===== src/rtl/peri_reg_split.sv =====
// peri_reg_split
//   Register-bus splitter between the peripheral register port and NCH
//   sub-blocks. The select field reg_addr[AW-1 -: SELW] picks one channel.
//   Unmapped selects are answered locally with an error response. The optional
//   timeout turns a silent channel into an error response, so every access
//   completes.
//
//   Optional feature macro: PERI_SPLIT_TIMEOUT_EN
//     defined   : 16-bit wait counter; after TO_CYC WAIT cycles without ack the
//                 access completes with reg_rdata = ERR_DATA and bus_err.
//     undefined : WAIT holds until the selected channel acks.
//
// Ports
//   mclk, s_reset_n      clock, asynchronous active-low reset
//   reg_cs/wr/addr/      master request (held until reg_ack), direction,
//   wdata/be             byte address, write data, byte enables
//   reg_rdata            registered read data
//   reg_ack              one-cycle completion pulse
//   bus_err              one-cycle pulse coincident with an error reg_ack
//   err_cnt              saturating count of error completions
//   s_cs                 one-hot sub-block chip-select
//   s_wr/addr/wdata/be   request fields latched for the whole access
//   s_rdata              channel i at bits [32*i+31:32*i]
//   s_ack                per-channel ack
module peri_reg_split #(
  parameter int unsigned NCH      = 4,
  parameter int unsigned AW       = 11,
  parameter int unsigned SELW     = 4,
  parameter int unsigned TO_CYC   = 255,
  parameter logic [31:0] ERR_DATA = 32'hDEAD_BEEF
) (
  input  logic                mclk,
  input  logic                s_reset_n,
  input  logic                reg_cs,
  input  logic                reg_wr,
  input  logic [AW-1:0]       reg_addr,
  input  logic [31:0]         reg_wdata,
  input  logic [3:0]          reg_be,
  output logic [31:0]         reg_rdata,
  output logic                reg_ack,
  output logic                bus_err,
  output logic [7:0]          err_cnt,
  output logic [NCH-1:0]      s_cs,
  output logic                s_wr,
  output logic [AW-SELW-1:0]  s_addr,
  output logic [31:0]         s_wdata,
  output logic [3:0]          s_be,
  input  logic [NCH*32-1:0]   s_rdata,
  input  logic [NCH-1:0]      s_ack
);

  typedef enum logic [1:0] {
    IDLE = 2'd0,
    WAIT = 2'd1,
    RESP = 2'd2
  } state_t;

  localparam logic [SELW:0] NCH_L = (SELW+1)'(NCH);

  state_t          state_q, state_d;
  logic [SELW-1:0] sel_in;
  logic            mapped;
  logic            ack_hit;
  logic [31:0]     ack_data;
  logic            latch_req;
  logic [NCH-1:0]  s_cs_d;
  logic            reg_ack_d;
  logic            bus_err_d;
  logic [31:0]     rdata_d;
  logic            to_hit;

  assign sel_in = reg_addr[AW-1 -: SELW];
  assign mapped = ({1'b0, sel_in} < NCH_L);

  // s_cs is one-hot on the latched select, so masking with it both ignores
  // stray acks and avoids indexing with a select wider than the channel count.
  assign ack_hit = |(s_ack & s_cs);

  always_comb begin
    ack_data = '0;
    for (int unsigned i = 0; i < NCH; i++) begin
      if (s_cs[i]) begin
        ack_data = ack_data | s_rdata[32*i +: 32];
      end
    end
  end

`ifdef PERI_SPLIT_TIMEOUT_EN
  logic [15:0] to_cnt_q, to_cnt_d;

  assign to_hit = (to_cnt_q == 16'(TO_CYC - 1));

  always_ff @(posedge mclk or negedge s_reset_n) begin
    if (!s_reset_n) begin
      to_cnt_q <= '0;
    end else begin
      to_cnt_q <= to_cnt_d;
    end
  end
`else
  assign to_hit = 1'b0;
`endif

  always_comb begin
    state_d   = state_q;
    s_cs_d    = s_cs;
    reg_ack_d = 1'b0;
    bus_err_d = 1'b0;
    rdata_d   = reg_rdata;
    latch_req = 1'b0;
`ifdef PERI_SPLIT_TIMEOUT_EN
    to_cnt_d  = to_cnt_q;
`endif
    unique case (state_q)
      IDLE: begin
        if (reg_cs) begin
          latch_req = 1'b1;
          if (mapped) begin
            state_d = WAIT;
            s_cs_d  = NCH'(1) << sel_in;
`ifdef PERI_SPLIT_TIMEOUT_EN
            to_cnt_d = '0;
`endif
          end else begin
            state_d   = RESP;
            reg_ack_d = 1'b1;
            bus_err_d = 1'b1;
            rdata_d   = '0;
          end
        end
      end
      WAIT: begin
        // Ack is tested first so an ack on the expiry cycle completes normally.
        if (ack_hit) begin
          state_d   = RESP;
          reg_ack_d = 1'b1;
          s_cs_d    = '0;
          rdata_d   = s_wr ? 32'h0 : ack_data;
        end else if (to_hit) begin
          state_d   = RESP;
          reg_ack_d = 1'b1;
          bus_err_d = 1'b1;
          s_cs_d    = '0;
          rdata_d   = ERR_DATA;
        end else begin
`ifdef PERI_SPLIT_TIMEOUT_EN
          to_cnt_d = to_cnt_q + 16'd1;
`endif
        end
      end
      RESP: begin
        state_d = IDLE;
      end
      default: begin
        state_d = IDLE;
        s_cs_d  = '0;
      end
    endcase
  end

  always_ff @(posedge mclk or negedge s_reset_n) begin
    if (!s_reset_n) begin
      state_q   <= IDLE;
      s_cs      <= '0;
      reg_ack   <= 1'b0;
      bus_err   <= 1'b0;
      reg_rdata <= '0;
      err_cnt   <= '0;
      s_wr      <= 1'b0;
      s_addr    <= '0;
      s_wdata   <= '0;
      s_be      <= '0;
    end else begin
      state_q   <= state_d;
      s_cs      <= s_cs_d;
      reg_ack   <= reg_ack_d;
      bus_err   <= bus_err_d;
      reg_rdata <= rdata_d;
      if (bus_err_d && (err_cnt != 8'hFF)) begin
        err_cnt <= err_cnt + 8'd1;
      end
      if (latch_req) begin
        s_wr    <= reg_wr;
        s_addr  <= reg_addr[AW-SELW-1:0];
        s_wdata <= reg_wdata;
        s_be    <= reg_be;
      end
    end
  end

endmodule

===== config.mk =====
export PLATFORM = sky130hd
export DESIGN_NAME = peri_reg_split
export DESIGN_NICKNAME = d
export VERILOG_FILES = /design/src/rtl/peri_reg_split.sv
export SDC_FILE = /design/constraint.sdc
export NUM_CORES = 1
export LEC_CHECK = 0
export ABC_AREA = 1
export CORE_MARGIN = 1.5
export CORE_UTILIZATION = 35
export DETAILED_ROUTE_END_ITERATION = 12
export PLACE_DENSITY = 0.74
export SLEW_MARGIN = 30
export SYNTH_ARGS = -nofsm -noshare
export SYNTH_HDL_FRONTEND = slang
export SYNTH_SLANG_ARGS = --single-unit

===== constraint.sdc =====
create_clock -name mclk -period 4.1 [get_ports mclk]
set_input_delay 1.23 -clock mclk [delete_from_list [all_inputs] [get_ports mclk]]
set_output_delay 1.23 -clock mclk [all_outputs]
set_load 0.01 [all_outputs]

==> results.json, run 1 <==
{
  "drive_gt1_frac": 0.0871,
  "setup_violations": 0,
  "start_util": 0.359,
  "hold_violations": 0,
  "power.leakage_nw": 3.85,
  "ys_types": 26,
  "fin_cells": 1064,
  "clk_pin_slew_ns": 0.07,
  "skew_ns": 0.00728,
  "fin_hold_ws_ns": 0.508,
  "drt_iter0_drc": 252,
  "startpoint_type": "flop",
  "overflow": 0,
  "period_minus_slack_ns": 2.83,
  "worst_ep_required_time_ns": 2.87,
  "grt_pass1_wl_mm": 24.0,
  "htreeDepth": 3,
  "hold_class": "flop to flop",
  "ir_drop_mv": 0.264,
  "avgSynthCellArea_um2": 8.03,
  "io_buffers": 272,
  "clock.fmax_mhz": 354,
  "root_buffer": "clkbuf_16",
  "placed_cells": 1048,
  "clock_latency_ns": 0.33,
  "fp.dieH_um": 122,
  "grt_antenna_before_repair": 0,
  "drcViolationCount": 0,
  "grt_setup_unrepaired": "false",
  "synth-async-reset-ratio": 1.00,
  "cap_violations": 0,
  "yosys_warnings": 0,
  "rows": 43,
  "fin_nets": 1063,
  "grt_pass1_vias": 4855,
  "ys_seq_elements": 92,
  "fin_ws_ns": 1.27,
  "place_ws_ns": 1.09,
  "syn_inst": 621,
  "syn-num-nets": 805,
  "finalCritPeriodShare": 0.689,
  "slew_headroom": 0.467,
  "postCtsSetupBuffers": 0,
  "cts_hold_buf": 0,
  "stdcell_area_mm2": 0.00809,
  "worst_pin_slew_ns": 0.800,
  "power_density_mw_per_mm2": 512,
  "num_vias": 4937,
  "status": "finished clean",
  "drt_wl_total_mm": 15.4,
  "ys.flop_type": "dfrtp_1",
  "synth-edff-count": 0,
  "cp-end-kind": "output port",
  "cts.sinks": 92,
  "drt_pass1_iterations": 4,
  "coreArea_mm2": 0.0139,
  "ioPinCount": 273,
  "grt_max_degree": 54,
  "wl_per_cell_um": 14.5,
  "vias_per_cell": 4.64,
  "cts_resized": 0,
  "worst_ep_arrival_time_ns": 1.60,
  "dpl.hpwl_mm": 11.6,
  "place.gp.congestion": 0.785,
  "grt.total_usage": 0.205,
  "tns_ns": 0,
  "clock_path_buffers": 2,
  "crit_type": "flop to output port",
  "cts_tree": "done",
  "synth_seq_area_share": 0.462,
  "die-area_mm2": 0.0150,
  "antenna_left": 0,
  "die_x_um": 122,
  "cts_buffers": 9,
  "place_area_mm2": 0.00778,
  "antenna_cells": 0,
  "crit_path_max_fanout": 35,
  "slew_viol_final": 0,
  "area_growth_pct": 62.3,
  "syn_area_mm2": 0.00498
}
cells by family (layout without fill, tap and decap cells):
group	Yosys count	count (layout)	synth area share
AND/OR/NAND/NOR	437	437	0.352
multiplexers	43	43	0.125
flip-flops	92	92	0.462
XOR/XNOR	3	3	0.00527
AO/OA/AOI/OAI	4	4	0.00628
adder cells (fa/ha/maj)	1	1	0.00251
buffers and inverters	41	304	0.0470
final timing paths:
check                      slack [ns]  cells past startpoint       start            to
min reg2reg                      0.51                      1   s_addr[4]     s_addr[4]
min in group asynchronous        0.94                      1   s_reset_n     s_addr[5]
min                              0.51                      1   s_addr[4]     s_addr[4]
max                              1.27                      2     s_cs[0]       s_cs[0]
max in group asynchronous        2.41                      2   s_reset_n       s_cs[3]
max reg2reg                      2.31                      5  state_q[1]  reg_rdata[5]
flip-flops by register name, summed over array words and instances, names as in the netlist:
register	count
s_be	4
s_wr	1
s_wdata	32
bus_err	1
s_cs	4
reg_rdata	32
s_addr	7
err_cnt	8
reg_ack	1
state_q	2
final cells by class:
class | instances | area [µm²]
clock inverter | 6 | 73.8
timing repair buffer | 279 | 2770
multi-input combinational | 488 | 2450
clock buffer | 10 | 229
inverter | 9 | 33.8
fill | 1267 | 5790
tap | 180 | 225
sequential | 92 | 2300
worst max-delay path, stage by stage (launching register included):
cell and delay, ns:
dfrtp_1 0.32, buf_4 0.33, clkdlybuf4s50_1 0.62
cells in the mapped netlist, types with 3 or more instances:
master | number | area, µm²
buf_2 | 13 | 65.1
buf_4 | 3 | 22.5
buf_6 | 7 | 78.8
clkbuf_1 | 8 | 30.0
dfrtp_1 | 92 | 2300
inv_1 | 7 | 26.3
mux2_2 | 6 | 67.6
mux2_4 | 37 | 556
nand2_1 | 311 | 1170
nand3_1 | 40 | 200
nand3b_1 | 3 | 22.5
nor2_1 | 74 | 278
xnor2_1 | 3 | 26.3
cell usage in the layout (no fill, tap or decap):
cell,instances
a21oi_1,1
buf_4,8
o21ai_0,2
dfrtp_1,92
nand2_1,310
nor3_1,1
bufinv_16,1
inv_1,7
nand3_1,40
nand4_1,1
xnor2_1,3
mux2_2,6
clkbuf_1,1
clkbuf_16,9
clkdlybuf4s50_1,271
inv_2,2
clkinvlp_4,2
inv_8,1
nand3b_1,3
nor2_4,2
or2_2,1
o21ai_4,1
nand2_4,2
nand3_4,1
mux2_4,37
clkinv_4,2
ha_1,1
nand2_2,2
nor2_1,74
metal layers:
layer / GRT usage / vias up / share of wire
met4: 0.0385 / 0 / 0.0092
li1: - / 2449 / -
met5: 0 / - / 0
met3: 0.0558 / 13 / 0.089
met2: 0.363 / 212 / 0.50
met1: 0.252 / 2263 / 0.41
where the power goes:
| group | total [mW] | internal [mW] | switching (mW) |
|---|---|---|---|
| clock network | 0.835 | 0.479 | 0.355 |
| registers | 1.38 | 1.19 | 0.194 |
| logic | 1.92 | 1.09 | 0.831 |
through the flow:
stage | total power [mW] | util
after detailed placement | 3.34 | 0.561
final | 4.14 | 0.583
after global routing | 4.40 | 0.583
after CTS | 4.19 | 0.583
after global placement | 3.31 | 0.561
after floorplan | 2.41 | -
Note: power is estimated with default switching activity, not from simulation.
==> run 2, diff against run 1 <==
--- a/config.mk
+++ b/config.mk
@@ -9,7 +9,7 @@
 export CORE_MARGIN = 1.5
 export CORE_UTILIZATION = 35
 export DETAILED_ROUTE_END_ITERATION = 12
-export PLACE_DENSITY = 0.74
+export PLACE_DENSITY = 0.76
 export SLEW_MARGIN = 30
 export SYNTH_ARGS = -nofsm -noshare
 export SYNTH_HDL_FRONTEND = slang
==> constraint.sdc (replaced) <==
create_clock -name mclk -period 2.37 [get_ports mclk]
set_input_delay 0.711 -clock mclk [delete_from_list [all_inputs] [get_ports mclk]]
set_output_delay 0.711 -clock mclk [all_outputs]
set_load 0.01 [all_outputs]
==> run 2 against run 1 <==
  * Global-route usage increased by 0.45 points
  * Cell area increased by 1.3%
  * Power increased by 78%
  * Register-to-register slack got worse by 1.6 ns
  * Hold slack got worse by 0.18 ns
  * Clock skew decreased by 0.00070 ns
  * Critical endpoint is now err_cnt[2]
  * Critical path depth decreased by 1
==> results.json, run 2 (synthesis gave the netlist of run 1 again) <==
{
  "status": "finished clean",
  "crit_path_max_fanout": 6,
  "slew_viol_final": 0,
  "clock.fmax_mhz": 475,
  "power_density_mw_per_mm2": 897,
  "vias_per_cell": 4.63,
  "fin_ws_ns": 0.266,
  "worst_ep_required_time_ns": 1.66,
  "drt_wl_total_mm": 15.8,
  "total_power_mw": 7.35,
  "final_common_cell": "nand2_1",
  "drt_iter0_drc": 276,
  "fp.dieH_um": 122,
  "cts.sinks": 92,
  "drcViolationCount": 0,
  "die_x_um": 122,
  "postCtsSetupBuffers": 0,
  "cp_slowest_cell": "clkdlybuf4s50_1",
  "htreeDepth": 3,
  "r2r_end": "reg_rdata[16]",
  "overflow": 0,
  "root_buffer": "clkbuf_16",
  "multi_input_area_mm2": 0.00245,
  "start_util": 0.359,
  "final_cell_mix": "311 x nand2_1, 271 x clkdlybuf4s50_1, 92 x dfrtp_1, 74 x nor2_1, 40 x nand3_1",
  "cts_hold_buf": 0,
  "grt_max_degree": 46,
  "reg2regPathDepth": 7,
  "drive_gt1_frac": 0.0922,
  "antenna_left": 0,
  "cap_violations": 0,
  "crit_type": "flop to output port",
  "startpoint_type": "flop",
  "crit_family": "buffers and inverters",
  "grt_setup_unrepaired": "false",
  "critical_path_depth": 1,
  "ioPinCount": 273,
  "setup_violations": 0,
  "hold_class": "primary input to async pin",
  "cp_num_buf_inv": 1,
  "path_cells": "clkdlybuf4s50_1",
  "worst_ep_arrival_time_ns": 1.39,
  "grt_pass1_vias": 4880,
  "dpl.hpwl_mm": 11.8,
  "critPathMaxStageDelay_ns": 0.59,
  "place_area_mm2": 0.00787,
  "period_minus_slack_ns": 2.10,
  "finalCritPeriodShare": 0.888,
  "placed_cells": 1053,
  "clock_path_buffers": 2,
  "place.gp.congestion": 0.773,
  "hold_violations": 0,
  "final.fill_count": 1269,
  "seqCellArea_mm2": 0.00230,
  "ir_drop_mv": 0.515,
  "drt_pass1_iterations": 4,
  "area_growth_pct": 64.4,
  "num_vias": 4950,
  "coreArea_mm2": 0.0139,
  "antenna_cells": 0,
  "worst_pin_slew_ns": 0.473,
  "r2r_slack_ns": 0.69,
  "grt_antenna_before_repair": 0,
  "io_buffers": 272,
  "skew_ns": 0.00658,
  "stdcell_area_mm2": 0.00819,
  "r2r-start": "s_cs[1]",
  "die-area_mm2": 0.0150,
  "cp-end-kind": "output port",
  "cts_resized": 0,
  "power.leakage_nw": 3.91,
  "wl_per_cell_um": 14.8,
  "reg_top3": "reg_rdata x32, s_wdata x32, err_cnt x8",
  "post-route-util": 0.590,
  "grt_pass1_wl_mm": 24.3,
  "rows": 43,
  "cts_tree": "done",
  "fin_nets": 1068,
  "fin_hold_ws_ns": 0.328,
  "grt.total_usage": 0.210,
  "clock_latency_ns": 0.34,
  "place_ws_ns": 0.231,
  "slew_headroom": 0.685,
  "clk_pin_slew_ns": 0.07,
  "fin_cells": 1069,
  "cts_buffers": 9,
  "tns_ns": 0
}
run 2: final cells by class:
class,instances,area share
Sequential cell,92,0.281
Inverter,9,0.00412
Clock inverter,7,0.0121
Timing Repair Buffer,284,0.349
Multi-Input combinational cell,488,0.299
Clock buffer,9,0.0275
Tap cell,180,0.0275
run 2: worst register-to-register path: stages (launching register included):
cell and delay, ns:
dfrtp_1 0.41, buf_4 0.28, nand2_1 0.11, nand2_1 0.10
o21ai_4 0.20, nand2_4 0.24, nand2_1 0.16, nand2_1 0.06
run 2: power breakdown:
part | internal (mW) | switching (mW) | total, mW
Clock | 0.930 | 0.631 | 1.56
Sequential | 2.06 | 0.325 | 2.38
Combinational | 1.93 | 1.48 | 3.41
Total | 4.92 | 2.43 | 7.35
run 2: how the worst max path moves through the flow:
stage / slack, ns / end / from
final: 0.27 / err_cnt[2] / err_cnt[2]
after global routing: 0.21 / err_cnt[4] / err_cnt[4]
after floorplan: 0.84 / s_cs[0] / reg_addr[9]
after CTS: 0.25 / err_cnt[2] / err_cnt[2]
after global placement: 0.25 / s_addr[2] / reg_cs
after detailed placement: 0.23 / s_addr[2] / reg_cs
run 2: metal layers:
layer | global-route usage | vias to the layer above | share of wire
met4 | 0.0785 | 0 | 0.030
met1 | 0.244 | 2245 | 0.40
li1 | - | 2469 | -
met2 | 0.367 | 205 | 0.48
met3 | 0.0581 | 31 | 0.086
met5 | 0 | - | 0
==> run 3, diff against run 2 <==
--- a/config.mk
+++ b/config.mk
@@ -6,6 +6,7 @@
 export NUM_CORES = 1
 export LEC_CHECK = 0
 export ABC_AREA = 1
+export CORE_ASPECT_RATIO = 0.7
 export CORE_MARGIN = 1.5
 export CORE_UTILIZATION = 35
 export DETAILED_ROUTE_END_ITERATION = 12
==> run 3 against run 2 <==
  * Cell area up 0.35%
  * Fmax up 2.0%
  * Sequential cell count unchanged
  * Setup slack gained 0.040 ns
  * First-iteration DRC count is 46% lower
  * Clock skew grew 0.00065 ns
  * Hold slack worse by 0.097 ns
  * Critical path depth stayed put
  * Sequential power hardly changed
  * Clock-buffer cell count grew 1
  * Non-clock buffer count increased by 3
  * Clock power barely moved
  * Largest power group unchanged
  * Highest routed layer unchanged
==> results.json, run 3 (synthesis gave the netlist of run 1 again) <==
{
  "p_clk_frac": 0.212,
  "cp_slowest_cell": "clkdlybuf4s50_1",
  "antenna_left": 0,
  "clock.fmax_mhz": 485,
  "setup_violations": 0,
  "rows": 36,
  "placed_cells": 1066,
  "grt_antenna_before_repair": 0,
  "ioPinCount": 273,
  "path_cells": "clkdlybuf4s50_1",
  "io_buffers": 272,
  "grt_pass1_vias": 4836,
  "clock_path_buffers": 2,
  "p_int_mw": 4.96,
  "pwr-share-seq": 0.324,
  "grt_pass1_wl_mm": 24.4,
  "power.switching_mw": 2.44,
  "cp_num_buf_inv": 1,
  "fin_hold_ws_ns": 0.232,
  "root_buffer": "clkbuf_16",
  "crit_path_max_fanout": 6,
  "sw_frac_of_total": 0.330,
  "startpoint_type": "flop",
  "grt_setup_unrepaired": "false",
  "cts_resized": 0,
  "period_minus_slack_ns": 2.06,
  "finalCritPeriodShare": 0.871,
  "skew_ns": 0.00724,
  "cts_buffers": 9,
  "area_growth_pct": 65.0,
  "worst_ep_required_time_ns": 1.66,
  "slew_viol_final": 0,
  "die-area_mm2": 0.0150,
  "top_usage_layer": "met2",
  "cts.sinks": 92,
  "critPathMaxStageDelay_ns": 0.57,
  "postCtsSetupBuffers": 0,
  "clk_pin_slew_ns": 0.07,
  "start_util": 0.358,
  "drive_gt1_frac": 0.0953,
  "use_met3": 0.0597,
  "overflow": 0,
  "drt_iter0_drc": 148,
  "htreeDepth": 3,
  "die_x_um": 146,
  "place.gp.congestion": 0.784,
  "vias_per_cell": 4.50,
  "final_common_cell": "nand2_1",
  "power.leakage_nw": 3.92,
  "cp-end-kind": "output port",
  "coreArea_mm2": 0.0139,
  "fin_nets": 1071,
  "drcViolationCount": 0,
  "grt_use_met2": 0.346,
  "grt_max_degree": 56,
  "drt_wl_total_mm": 15.6,
  "fin_cells": 1082,
  "final_cell_mix": "311 x nand2_1, 271 x clkdlybuf4s50_1, 92 x dfrtp_1, 74 x nor2_1, 40 x nand3_1",
  "drt_pass1_iterations": 4,
  "grtUsageMet1": 0.268,
  "antenna_cells": 0,
  "crit_family": "buffers and inverters",
  "worst_pin_slew_ns": 0.418,
  "num_vias": 4874,
  "fp.dieH_um": 103,
  "hold_violations": 0,
  "cts_tree": "done",
  "wl_per_cell_um": 14.4,
  "ir_drop_mv": 0.351,
  "hold_class": "primary input to async pin",
  "dpl.hpwl_mm": 11.8,
  "clock_latency_ns": 0.33,
  "slew_headroom": 0.721,
  "status": "finished clean",
  "tns_ns": 0,
  "worst_ep_arrival_time_ns": 1.35,
  "final.fill_count": 1261,
  "power_density_mw_per_mm2": 900,
  "cap_violations": 0,
  "cts_hold_buf": 0,
  "crit_type": "flop to output port",
  "reg_top3": "reg_rdata x32, s_wdata x32, err_cnt x8",
  "grt.total_usage": 0.208,
  "comb_power_share": 0.464
}
run 3: cell types whose count changed in the layout (fill, tap and decap cells not counted):
cell	change
buf_12	-1
buf_4	+4
clkbuf_8	+1
clkinv_4	-2
clkinvlp_4	-1
inv_6	+2
run 3: path summary, 6_finish.rpt:
kind / startpoint / to / slack, ns / depth (start not counted)
setup / recovery: err_cnt[2] / err_cnt[2] / 0.31 / 1
hold / removal: s_reset_n / s_wdata[15] / 0.23 / 1
setup reg to reg: s_cs[2] / reg_rdata[17] / 0.68 / 7
hold reg to reg: s_addr[4] / s_addr[4] / 0.50 / 1
max in group asynchronous: s_reset_n / reg_rdata[1] / 1.56 / 2
min in group mclk: s_addr[4] / s_addr[4] / 0.50 / 1
run 3: power groups by stage:
stage / clock, mW / sequential (mW) / combinational, mW
6_report: 1.57 / 2.40 / 3.43
3_5_place_dp: 0 / 2.42 / 3.46
5_1_grt: 1.68 / 2.47 / 3.70
4_1_cts: 1.62 / 2.40 / 3.47
3_3_place_gp: 0 / 2.40 / 3.40
2_1_floorplan: 0 / 2.59 / 1.58
run 3: layout make-up:
class                      count  area, µm²  share of cell area
inverter                       9       33.8             0.00411
clock buffer                  10        239              0.0291
timing repair buffer         287       2870               0.349
tap                          190        238              0.0289
clock inverter                 6       91.3              0.0111
sequential                    92       2300               0.280
multi-input combinational    488       2450               0.298
run 3: worst reg2reg max path, delay by kind of cell, from the launching register on:
family	cells	cell delay, ns
simple gates	5	0.72
compound gates	1	0.21
flops	1	0.39
buf+inv	1	0.27
run 3: per-layer routing:
layer / wire length (µm) / vias to the layer above / share of wire
met5: 0 / - / 0
met4: 198 / 0 / 0.013
met3: 1200 / 14 / 0.077
met2: 7150 / 178 / 0.46
met1: 7030 / 2213 / 0.45
li1: - / 2469 / -
run 3: stage by stage:
step	area [µm²]	total power, mW	utilization	setup WS [ns]
floorplan	4980	4.18	-	0.838
CTS	8220	7.49	0.591	0.287
finish	8220	7.40	0.591	0.307
detailed placement	7890	5.88	0.567	0.204
global route	8220	7.85	0.591	0.240
global placement	7890	5.80	0.567	0.240
